**config.mk**
```make
export PLATFORM = sky130hd
export DESIGN_NAME = tboom_rename_map_table
export DESIGN_NICKNAME = d
export VERILOG_FILES = /design/src/rtl/tboom_rename_map_table.sv
export SDC_FILE = /design/constraint.sdc
export NUM_CORES = 2
export LEC_CHECK = 0
export CAP_MARGIN = 20
export CORE_MARGIN = 2
export CORE_UTILIZATION = 25
export CTS_CLUSTER_DIAMETER = 40
export DETAILED_ROUTE_END_ITERATION = 7
export PLACE_DENSITY = 0.38
export SYNTH_ARGS = -nofsm -noshare
export SYNTH_HDL_FRONTEND = slang
export SYNTH_SLANG_ARGS = --single-unit
```
**constraint.sdc**
```tcl
create_clock -name clk -period 145 [get_ports clk]
set_input_delay 29 -clock clk [delete_from_list [all_inputs] [get_ports clk]]
set_output_delay 29 -clock clk [all_outputs]
set_load 0.05 [all_outputs]
```
**src/rtl/tboom_rename_map_table.sv**
```systemverilog
// 2-wide register rename map table with branch-recovery snapshots.
// Looks up physical sources and stale pdsts for two uops per cycle, with
// intra-bundle bypass from slot 0 to slot 1, and presents results one cycle later.
module tboom_rename_map_table #(
   parameter int unsigned ARCH_REGS        = 32,
   parameter int unsigned PREG_WIDTH       = 6,
   parameter int unsigned CHECKPOINT_DEPTH = 8,
   localparam int unsigned AW              = $clog2(ARCH_REGS),
   localparam int unsigned CW              = $clog2(CHECKPOINT_DEPTH)
) (
   input  logic                  clk,
   input  logic                  rst,
   input  logic                  i0_valid,
   input  logic [AW-1:0]         i0_rs1,
   input  logic [AW-1:0]         i0_rs2,
   input  logic [AW-1:0]         i0_rd,
   input  logic                  i0_rd_valid,
   input  logic [PREG_WIDTH-1:0] i0_pdst,
   input  logic                  i1_valid,
   input  logic [AW-1:0]         i1_rs1,
   input  logic [AW-1:0]         i1_rs2,
   input  logic [AW-1:0]         i1_rd,
   input  logic                  i1_rd_valid,
   input  logic [PREG_WIDTH-1:0] i1_pdst,
   input  logic                  stall,
   input  logic                  checkpoint,
   input  logic                  restore,
   input  logic [CW-1:0]         checkpoint_restore_pos,
   output logic                  out_valid,
   output logic [PREG_WIDTH-1:0] o0_prs1,
   output logic [PREG_WIDTH-1:0] o0_prs2,
   output logic [PREG_WIDTH-1:0] o0_pdst,
   output logic [PREG_WIDTH-1:0] o0_stale_pdst,
   output logic                  o0_writes,
   output logic [PREG_WIDTH-1:0] o1_prs1,
   output logic [PREG_WIDTH-1:0] o1_prs2,
   output logic [PREG_WIDTH-1:0] o1_pdst,
   output logic [PREG_WIDTH-1:0] o1_stale_pdst,
   output logic                  o1_writes
);

   logic [PREG_WIDTH-1:0] map_q  [ARCH_REGS];
   logic [PREG_WIDTH-1:0] snap_q [CHECKPOINT_DEPTH][ARCH_REGS];

   logic                  w0, w1, accept;
   logic                  out_valid_d;
   logic [PREG_WIDTH-1:0] o0_prs1_d, o0_prs2_d, o0_pdst_d, o0_stale_d;
   logic [PREG_WIDTH-1:0] o1_prs1_d, o1_prs2_d, o1_pdst_d, o1_stale_d;
   logic                  o0_writes_d, o1_writes_d;

   // Decode writes, look up sources against the start-of-cycle map, apply slot-0 bypass.
   always_comb begin
      w0          = i0_valid & i0_rd_valid & (i0_rd != '0);
      w1          = i1_valid & i1_rd_valid & (i1_rd != '0);
      accept      = (i0_valid | i1_valid) & ~stall & ~restore;
      out_valid_d = accept;
      o0_prs1_d   = '0;
      o0_prs2_d   = '0;
      o0_pdst_d   = '0;
      o0_stale_d  = '0;
      o0_writes_d = 1'b0;
      o1_prs1_d   = '0;
      o1_prs2_d   = '0;
      o1_pdst_d   = '0;
      o1_stale_d  = '0;
      o1_writes_d = 1'b0;
      if (accept && i0_valid) begin
         o0_prs1_d   = (i0_rs1 == '0) ? '0 : map_q[i0_rs1];
         o0_prs2_d   = (i0_rs2 == '0) ? '0 : map_q[i0_rs2];
         o0_pdst_d   = i0_pdst;
         o0_stale_d  = w0 ? map_q[i0_rd] : '0;
         o0_writes_d = w0;
      end
      if (accept && i1_valid) begin
         // x0 is never renamed, so a slot-0 write can't alias a zero source
         if (i1_rs1 == '0)             o1_prs1_d = '0;
         else if (w0 && i1_rs1 == i0_rd) o1_prs1_d = i0_pdst;
         else                           o1_prs1_d = map_q[i1_rs1];
         if (i1_rs2 == '0)             o1_prs2_d = '0;
         else if (w0 && i1_rs2 == i0_rd) o1_prs2_d = i0_pdst;
         else                           o1_prs2_d = map_q[i1_rs2];
         o1_pdst_d   = i1_pdst;
         if (w1) o1_stale_d = (w0 && i1_rd == i0_rd) ? i0_pdst : map_q[i1_rd];
         o1_writes_d = w1;
      end
   end

   // Live map: restore wins over rename; slot 1 written last so it wins on equal rd.
   always_ff @(posedge clk or posedge rst) begin
      if (rst) begin
         for (int r = 0; r < ARCH_REGS; r++) map_q[r] <= PREG_WIDTH'(r);
      end else if (restore) begin
         map_q <= snap_q[checkpoint_restore_pos];
      end else if (accept) begin
         if (w0) map_q[i0_rd] <= i0_pdst;
         if (w1) map_q[i1_rd] <= i1_pdst;
      end
   end

   // Snapshots capture the pre-update map; a same-cycle restore suppresses the capture.
   always_ff @(posedge clk or posedge rst) begin
      if (rst) begin
         for (int c = 0; c < CHECKPOINT_DEPTH; c++) begin
            for (int r = 0; r < ARCH_REGS; r++) snap_q[c][r] <= PREG_WIDTH'(r);
         end
      end else if (checkpoint && !restore) begin
         snap_q[checkpoint_restore_pos] <= map_q;
      end
   end

   // Registered outputs, valid for exactly one cycle after an accepted bundle.
   always_ff @(posedge clk or posedge rst) begin
      if (rst) begin
         out_valid     <= 1'b0;
         o0_prs1       <= '0;
         o0_prs2       <= '0;
         o0_pdst       <= '0;
         o0_stale_pdst <= '0;
         o0_writes     <= 1'b0;
         o1_prs1       <= '0;
         o1_prs2       <= '0;
         o1_pdst       <= '0;
         o1_stale_pdst <= '0;
         o1_writes     <= 1'b0;
      end else begin
         out_valid     <= out_valid_d;
         o0_prs1       <= o0_prs1_d;
         o0_prs2       <= o0_prs2_d;
         o0_pdst       <= o0_pdst_d;
         o0_stale_pdst <= o0_stale_d;
         o0_writes     <= o0_writes_d;
         o1_prs1       <= o1_prs1_d;
         o1_prs2       <= o1_prs2_d;
         o1_pdst       <= o1_pdst_d;
         o1_stale_pdst <= o1_stale_d;
         o1_writes     <= o1_writes_d;
      end
   end

endmodule

```
==> out/results.ini <==
[power_and_ir_drop]
power.density_nw_per_um2=13.8
power.leakage_uw=0.0468
vdd_drop_max_uv=8.98
power_uw=1540

[floorplanning]
die_area_um2=376000
die_y_um=613
io_pins=105
die_w_um=613
coreArea_um2=369000
rows=223
start_util_pct=25.1

[synth]
synth_edf_count=0
synth.area.top_cells=dfrtp_1 29%, mux2_2 21%, dfstp_2 20%
synthTopCellsByCount=1748 x mux2_2, 1059 x dfrtp_1, 720 x dfstp_2
ys_seq_area_share_pct=49.0
synth-seq-cells=1779
synthArstFlopShare_pct=100
netlist_area_um2=92800
synth_flop_cell=dfrtp_1
synth_warnings=0
synth_most_common_cell=mux2_2
ys_types=71
synth_top_cell_by_area=dfrtp_1
syn_inst=6166
synth.net_count=6220
avgSynthCellArea_um2=15.0
synth_top_area_share_pct=28.6

[sta]
finalHoldViolations=0
worstMarginPinSlew_ns=1.22
clock.fmax_ghz=0.0298
fin_tns_setup_ns=0
period_share_pct=23.1
maxSlewHeadroom_pct=18.7
rsz0062_at_grt=no
setup_violations=0
fin_crit_ns=33.53
finClkSkew_ns=0.0917
maxSlewViolCount=0

[global_route]
grt_pass1_wl_mm=488
globalRoute.busiestLayer=met2
grt_overflow=0
grt_max_degree=162
grtUsageMet2_pct=29.7
antenna_found_initial=34
met3_usage_pct=2.27
grt_pass1_vias=61900
grtUsageTotal_pct=18.0
grt_use_met1_pct=24.1

[clock_tree]
clk_latency_ns=0.96
cts_made_buffers=379
cts_buffer_depth=4
htree_levels=5
clk_pin_slew_ns=0.04
cts_setup_buffers=0
postCtsHoldBufs=0
cts_root_buf=clkbuf_16
cts.sinks=1779
tritoncts=built
cts_resized=0

[setup_path]
endpoint_kind=async pin
critPathTopFamily=buffers and inverters
path_cells=clkdlybuf4s50_1 > inv_8 > buf_4 > buf_4 > buf_4 > buf_4 > buf_4
required_ns=145.87
cp-start-kind=input port
crit_buf_inv=7
crit_top_cell=buf_4
critical_path.max_stage_delay_ns=0.87
cp_max_fo=104
cp_data_arrival_time_ns=34.40
critPathKind=in2async
slowest_stage=buf_4

[cells_and_area]
seq_area_um2=45400
final_util_pct=30.3
multiInputGateArea_um2=44100
nFillCells=36300
synthToLayoutAreaGrowth_pct=20.7
final_nets=6143
drive_gt1_share_pct=63.3
final_cell_area_um2=112000

[drt]
viasPerCell=5.06
drt_iter0_drc=4029
drt_wl_total_mm=341
post_drt_wl_per_cell_um=29.9
ant_nets=0
vias=57600
route.detailed.drc=0
dr.pass1.iters=7

[placement]
dp_hpwl_mm=202
place.gp.congestion=0.826
post_dp_cell_area_um2=98000
io_buffers=104

[hold_path]
hold_class=reg2reg

[status]
status=finished, final reports clean

[flow_run]
cap_violations=0

[through the flow]
stage / setup slack (ns) / cells / hold slack [ns]
2_1_floorplan: 66.97 / 6166 / 0.474
3_3_place_gp: 110.42 / 10700 / 0.481
3_5_place_dp: 110.30 / 10700 / 0.487
4_1_cts: 111.27 / 11400 / 0.497
5_1_grt: 110.67 / 11400 / 0.504
6_report: 111.47 / 11400 / 0.497
[kinds of logic (layout without fill, tap and decap cells)]
group | count (synthesis) | after routing | synth area share, %
AOI/OAI and AO/OA | 524 | 524 | 4.53
xor gates and xnor gates | 15 | 15 | 0.142
buffers and inverters | 740 | 997 | 3.59
DFF | 1779 | 1779 | 49.0
muxes | 2673 | 2673 | 40.3
other | 0 | 18 | 0
and+or+nand+nor | 435 | 435 | 2.43
[worst reg2reg max path, stage by stage (launching register included)]
cell and delay (ns):
dfstp_2 0.82, mux4_2 0.33, nand2b_1 0.11, nand4b_1 0.25, and3_1 0.35, a31oi_1 0.74
[power by group]
group          switching (µW)  internal [µW]  total [µW]
Sequential               15.4            515         530
Clock                     304            616         920
Combinational            56.9           36.6        93.6
[sequential cells by signal (all words and copies together), names as in the netlist]
| signal | flops |
|---|---|
| o1_prs1 | 6 |
| o0_prs1 | 6 |
| o1_writes | 1 |
| o1_pdst | 6 |
| o1_stale_pdst | 6 |
| o0_stale_pdst | 6 |
| o1_prs2 | 6 |
| o0_prs2 | 6 |
| map_q | 192 |
| o0_pdst | 6 |
| snap_q | 1536 |
| out_valid | 1 |
| o0_writes | 1 |
[cell type report]
cell class	count	share of cell area [%]
sequential	1779	40.6
multi-input combinational	3647	39.4
tap	4950	5.53
inverter	10	0.0402
antenna	18	0.0402
clock inverter	225	2.84
clock buffer	490	9.46
timing repair buffer	272	2.16
[cells in the final DEF, fill, tap and decap left out, drive strengths merged, types with 8 or more instances in the layout]
cell type and instances:
and3 12, clkinv 124, nand2 48, clkbuf 490, a211oi 180, nand2b 8
a31oi 12, mux2i 248, diode 18, nand3 35, mux4 677, nor3 13
o21ai 34, a21oi 34, a22oi 29, clkdlybuf4s50 69, a221o 174, inv 21
dfrtp 1059, o22ai 30, nand3b 9, xor2 8, mux2 1748, nor3b 11
nand4 9, dfstp 720, a22o 9, bufinv 55, clkinvlp 35, nor2b 9
and2 9, nor2 242, buf 203
[final timing paths]
kind,start,endpoint,slack (ns),cells after the start
max,rst,snap_q[1040],111.47,7
min in group asynchronous,rst,snap_q[133],28.66,2
min,snap_q[1108],snap_q[1108],0.50,1
max in group clk,checkpoint_restore_pos[1],map_q[35],112.19,8
min reg2reg,snap_q[1108],snap_q[1108],0.50,1
max reg2reg,map_q[123],o1_stale_pdst[3],142.17,5
[per-layer routing]
metal  vias to the layer above  routed length, µm  share of wire [%]
met5                         -                 13             0.0038
met4                         2              11500                3.4
met3                       535              14100                4.1
met2                      1516             165000                 48
met1                     31900             150000                 44
li1                      23700                  -                  -
Power figures use the tool's default switching activity.
